## config.mk

```make
export PLATFORM = sky130hd
export DESIGN_NAME = mux_operand_loader
export DESIGN_NICKNAME = d
export VERILOG_FILES = /design/src/rtl/mux_stage_pkg.sv /design/src/rtl/sipo_shift.sv /design/src/rtl/mux_operand_loader.sv
export SDC_FILE = /design/constraint.sdc
export NUM_CORES = 1
export LEC_CHECK = 0
export CORE_MARGIN = 3
export CORE_UTILIZATION = 24
export DETAILED_ROUTE_END_ITERATION = 8
export HOLD_SLACK_MARGIN = 0.1
export PLACE_DENSITY_LB_ADDON = 0.1
export RECOVER_POWER = 50
export SETUP_SLACK_MARGIN = 0.5
export SYNTH_ARGS = -nofsm -noshare
export SYNTH_HDL_FRONTEND = slang
export SYNTH_SLANG_ARGS = --single-unit
```

## constraint.sdc

```tcl
create_clock -name clk -period 1.3 [get_ports clk]
set_input_delay 0.13 -clock clk [delete_from_list [all_inputs] [get_ports clk]]
set_output_delay 0.13 -clock clk [all_outputs]
set_load 0.02 [all_outputs]
```

## src/rtl/mux_stage_pkg.sv

```systemverilog
// Purpose: shared types and constants for the mux operand staging path.
// Contents: MUX_WIDTH (default operand width), loader_state_t (loader FSM
//           states), mux_word_t (one operand word at the default width).
package mux_stage_pkg;

   localparam int MUX_WIDTH = 8;

   typedef enum logic [1:0] {
      LOAD0,
      LOAD1,
      COMMIT
   } loader_state_t;

   typedef logic [MUX_WIDTH-1:0] mux_word_t;

endpackage

```

## src/rtl/sipo_shift.sv

```systemverilog
// Purpose: WIDTH-bit serial-in/parallel-out shift register, MSB first.
// Ports:   clk, clear (sync, wins over shift), shift_en (shift din in at LSB),
//          din (serial bit), q (parallel word).
module sipo_shift
   import mux_stage_pkg::*;
#(
   parameter int WIDTH = MUX_WIDTH
) (
   input  logic             clk,
   input  logic             clear,
   input  logic             shift_en,
   input  logic             din,
   output logic [WIDTH-1:0] q
);

   always_ff @(posedge clk) begin
      if (clear) begin
         q <= '0;
      end else if (shift_en) begin
         // Earlier bits move toward the MSB, so the first bit of a word
         // ends up in q[WIDTH-1] after WIDTH shifts.
         q <= {q[WIDTH-2:0], din};
      end
   end

endmodule

```

## src/rtl/mux_operand_loader.sv

```systemverilog
// Purpose: assembles two WIDTH-bit operands from a serial stream, double
//          buffers them, and commits both to in0/in1 on one edge; owns sel.
// Ports:   clk, reset (sync, active-high); ser_in/ser_valid/ser_ready serial
//          handshake; sel_toggle request; in0/in1/sel to the mux; word_done
//          and pair_commit status pulses.
module mux_operand_loader
   import mux_stage_pkg::*;
#(
   parameter int WIDTH = MUX_WIDTH
) (
   input  logic             clk,
   input  logic             reset,
   input  logic             ser_in,
   input  logic             ser_valid,
   output logic             ser_ready,
   input  logic             sel_toggle,
   output logic [WIDTH-1:0] in0,
   output logic [WIDTH-1:0] in1,
   output logic             sel,
   output logic             word_done,
   output logic             pair_commit
);

   localparam int            CW       = $clog2(WIDTH);
   localparam logic [CW-1:0] LAST_BIT = CW'(WIDTH - 1);

   loader_state_t    state;
   logic [CW-1:0]    bit_cnt;
   logic [WIDTH-1:0] stage0;
   logic [WIDTH-1:0] stage1;
   logic             accept;
   logic             last_bit;
   logic             shift0;
   logic             shift1;

   // COMMIT is the only state that refuses bits, so any ser_valid there is
   // simply not a handshake: no shift, no count.
   assign ser_ready = (state != COMMIT);
   assign accept    = ser_valid && ser_ready;
   assign last_bit  = accept && (bit_cnt == LAST_BIT);
   assign shift0    = accept && (state == LOAD0);
   assign shift1    = accept && (state == LOAD1);

   // Staging words are cleared only by reset; a full word of shifts
   // overwrites every bit, so no clear is needed between pairs.
   sipo_shift #(.WIDTH(WIDTH)) u_stage0 (
      .clk      (clk),
      .clear    (reset),
      .shift_en (shift0),
      .din      (ser_in),
      .q        (stage0)
   );

   sipo_shift #(.WIDTH(WIDTH)) u_stage1 (
      .clk      (clk),
      .clear    (reset),
      .shift_en (shift1),
      .din      (ser_in),
      .q        (stage1)
   );

   always_ff @(posedge clk) begin
      if (reset) begin
         state       <= LOAD0;
         bit_cnt     <= '0;
         in0         <= '0;
         in1         <= '0;
         sel         <= 1'b0;
         word_done   <= 1'b0;
         pair_commit <= 1'b0;
      end else begin
         word_done   <= last_bit;
         pair_commit <= 1'b0;

         // sel is independent of the load sequence and toggles in any state.
         if (sel_toggle) begin
            sel <= ~sel;
         end

         if (accept) begin
            bit_cnt <= last_bit ? '0 : bit_cnt + CW'(1);
         end

         case (state)
            LOAD0: begin
               if (last_bit) begin
                  state <= LOAD1;
               end
            end
            LOAD1: begin
               if (last_bit) begin
                  state <= COMMIT;
               end
            end
            COMMIT: begin
               // Both operands land on the same edge so the mux never sees
               // a mixed old/new pair.
               in0         <= stage0;
               in1         <= stage1;
               pair_commit <= 1'b1;
               state       <= LOAD0;
            end
            default: begin
               state <= LOAD0;
            end
         endcase
      end
   end

endmodule
```

==> metrics <==
Top Ports 25; via count 1272; largest net degree at the start of global routing 41; post-synthesis compound-gate area fraction 13.2%; critical path class register to register; hold slack 220 ps; Crit path max-delay family simple AND/OR/NAND/NOR gates; Max-slew headroom 83.2%; routed wire length 3590 um; Row Count 27; Net count, final 228; Area Overhead vs Synth 59.1%; Via density 4.33; # diodes 0; Max clock buf depth 2; simple-gate portion of the synthesized area 23.5%; dpl ws -174 ps; Core Area 5640 um^2; drt drc 0; Die ar. 6950 um^2; Cell Int Power 1.86 mW; Max Clock Freq 805 MHz; net switching fraction of the power 21.0%; cts hold-fix bufs 0; H-tree depth 2; vias in the first global route 1221; Worst Path Arrival 1460 ps; Synth Instances 174; post-synth top area share 55.7%; sequential fraction of the synthesis area 55.7%; max-slew violations 0; clock slew at reported path FFs 70 ps; GRT overflow 0; port bufs 24; Critical Path Sink Type register; layout cells sized above 1 40.5%; sequential power share 53.0%; Slew @ Worst Pin 253 ps; TritonCTS clock tree done; height of the die 83.4 um; leakage 0.848 nW; Die W 83.4 um; Final ANT Viol Nets 0; Final Hold Vio Count 0; Post-Syn Area 1440 um^2; clock sinks 40; status completed; crit-path most repeated cell ha_4; total CTS buffers 5; Comb power frac 4.5%; startpoint types register; HP Class input pin to register; WP data required 1520 ps; post-synthesis xor/xnor area fraction 1.22%; initial drt markers 58; async set-reset flop share out of synthesis 0%; top-count cell post-synth nand2_1; register bit total from synthesis 40; buffer and inverter count on the worst path 0; Synth Net Count 181; Synth area leader dfxtp_1; Max-Cap Viols 0; unrepaired setup endpoints after global routing yes; initial antenna violation count 0; clk_skew 7.47 ps; Worst path max stage delay 400 ps; Filler cells 580; top_reg_cell synth dfxtp_1; setup ws final 58.2 ps; Area contributors post-synth dfxtp_1, nand2_1, a21oi_1; period utilization 95.5%; power per cell area 1030 nW/um^2; cell chain of the critical path ha_4 > ha_4 > or4_1 > a21oi_1; Clock power frac 42.5%; Slowest cell on crit path or4_1; total power 2.35 mW; CP Max Fanout 2; switching pwr 0.494 mW; Netlist cell types 26; Starting Density 25.5%; most frequent cells after synthesis nand2_1, dfxtp_1, a21oi_1; gpl congestion 0.769; Clock Latency Late Sink 290 ps; # setup viols final 0; Pre-antenna DRT Iters 4; mux cell area share after synthesis 0%; CTS root buf clkbuf_8; post-DR wirelength/cell 12.2 um; first-pass GRT wire length 6050 um; count of flip-flops with a built-in enable after synthesis 0; DP HPWL 2100 um; Mapped Avg Cell Area 8.26 um^2; worst ir drop on vdd 0.363 mV; synth warn 0; GRT Total Usage 11.0%; adder-cell share of the synthesized area 1.74%; Period minus WS final 1240 ps; largest family of logic cells by synthesized area simple AND/OR/NAND/NOR gates
sequential cells by signal (all words and copies together) (netlist names):
name,flops
state,2
pair_commit,1
in1,8
u_stage1.q,8
u_stage0.q,8
sel,1
in0,8
bit_cnt,3
word_done,1
kinds of logic (layout without fill, tap and decap cells):
family                   count (synthesis)  in the layout
AND/OR/NAND/NOR                         78             78
flip-flops                              40             40
AO/OA/AOI/OAI                           38             38
buffers and inverters                   14             62
adder cells (fa/ha/maj)                  2              2
XOR/XNOR                                 2              2
final timing paths:
path            startpoint          to  slack [ps]  cells past startpoint
min reg2reg  u_stage0.q[7]      in0[7]         460                      2
min              ser_valid  bit_cnt[2]         220                      3
max             bit_cnt[0]  bit_cnt[0]          60                      4
max reg2reg     bit_cnt[0]  bit_cnt[0]          60                      4
per-stage QoR:
stage / TNS [ps] / cell area, um^2 / cells / utilization, %
detailed placement: -2500 / 1850 / 269 / 32.8
CTS: 0 / 2160 / 285 / 38.4
global placement: -2400 / 1850 / 269 / 32.8
finish: 0 / 2290 / 294 / 40.5
floorplan: 0 / 1530 / 174 / -
global route: 0 / 2290 / 294 / 40.5
cells in the final DEF, fill, tap and decap left out, types with 3 or more instances in the layout:
cell | synthesis | routed
a21oi_1 | 35 | 34
buf_12 | 0 | 3
buf_4 | 1 | 16
buf_6 | 0 | 24
clkbuf_1 | 4 | 3
clkbuf_8 | 0 | 5
clkdlybuf4s50_1 | 0 | 3
dfxtp_1 | 40 | 36
dfxtp_2 | 0 | 4
nand2_1 | 65 | 42
nand2_2 | 0 | 19
nand2_4 | 0 | 4
tightest hold or removal path, delay by kind of cell:
kind	cells	cell delay [ps]
simple gates	1	110
compound gates	1	50
buf+inv	1	170
area by class of cell:
cell class	instances	area (um^2)	area share, %
repair buffers	52	581	25.4
clock buffers	6	72.6	3.17
clock inverters	2	35.0	1.53
well taps	72	90.1	3.94
multi-input cells	120	694	30.4
inverters	2	7.51	0.328
flip-flops and latches	40	806	35.2
power groups by stage:
stage	Clock, mW	Sequential, mW	Combinational [mW]
floorplan	0	1.28	0.0556
global placement	0	1.27	0.0990
detailed placement	0	1.28	0.0991
CTS	1.05	1.25	0.111
global route	1.09	1.25	0.116
finish	0.999	1.25	0.106
routing by layer:
| layer | up-vias | GRT usage, % | routed length [um] |
|---|---|---|---|
| li1 | 662 | - | - |
| met1 | 583 | 13.2 | 1660 |
| met2 | 21 | 17.6 | 1710 |
| met3 | 6 | 3.97 | 147 |
| met4 | 0 | 4.46 | 61 |
| met5 | - | 0 | 0 |
what timing repair did:
item,CTS,global route
buffers inserted,6,8
setup endpoints to repair,59,59
hold endpoints to repair,0,0
gates cloned,2,1
pin swaps,23,7
resized for setup,157,28
No activity file was read; power rests on OpenSTA's default activity.
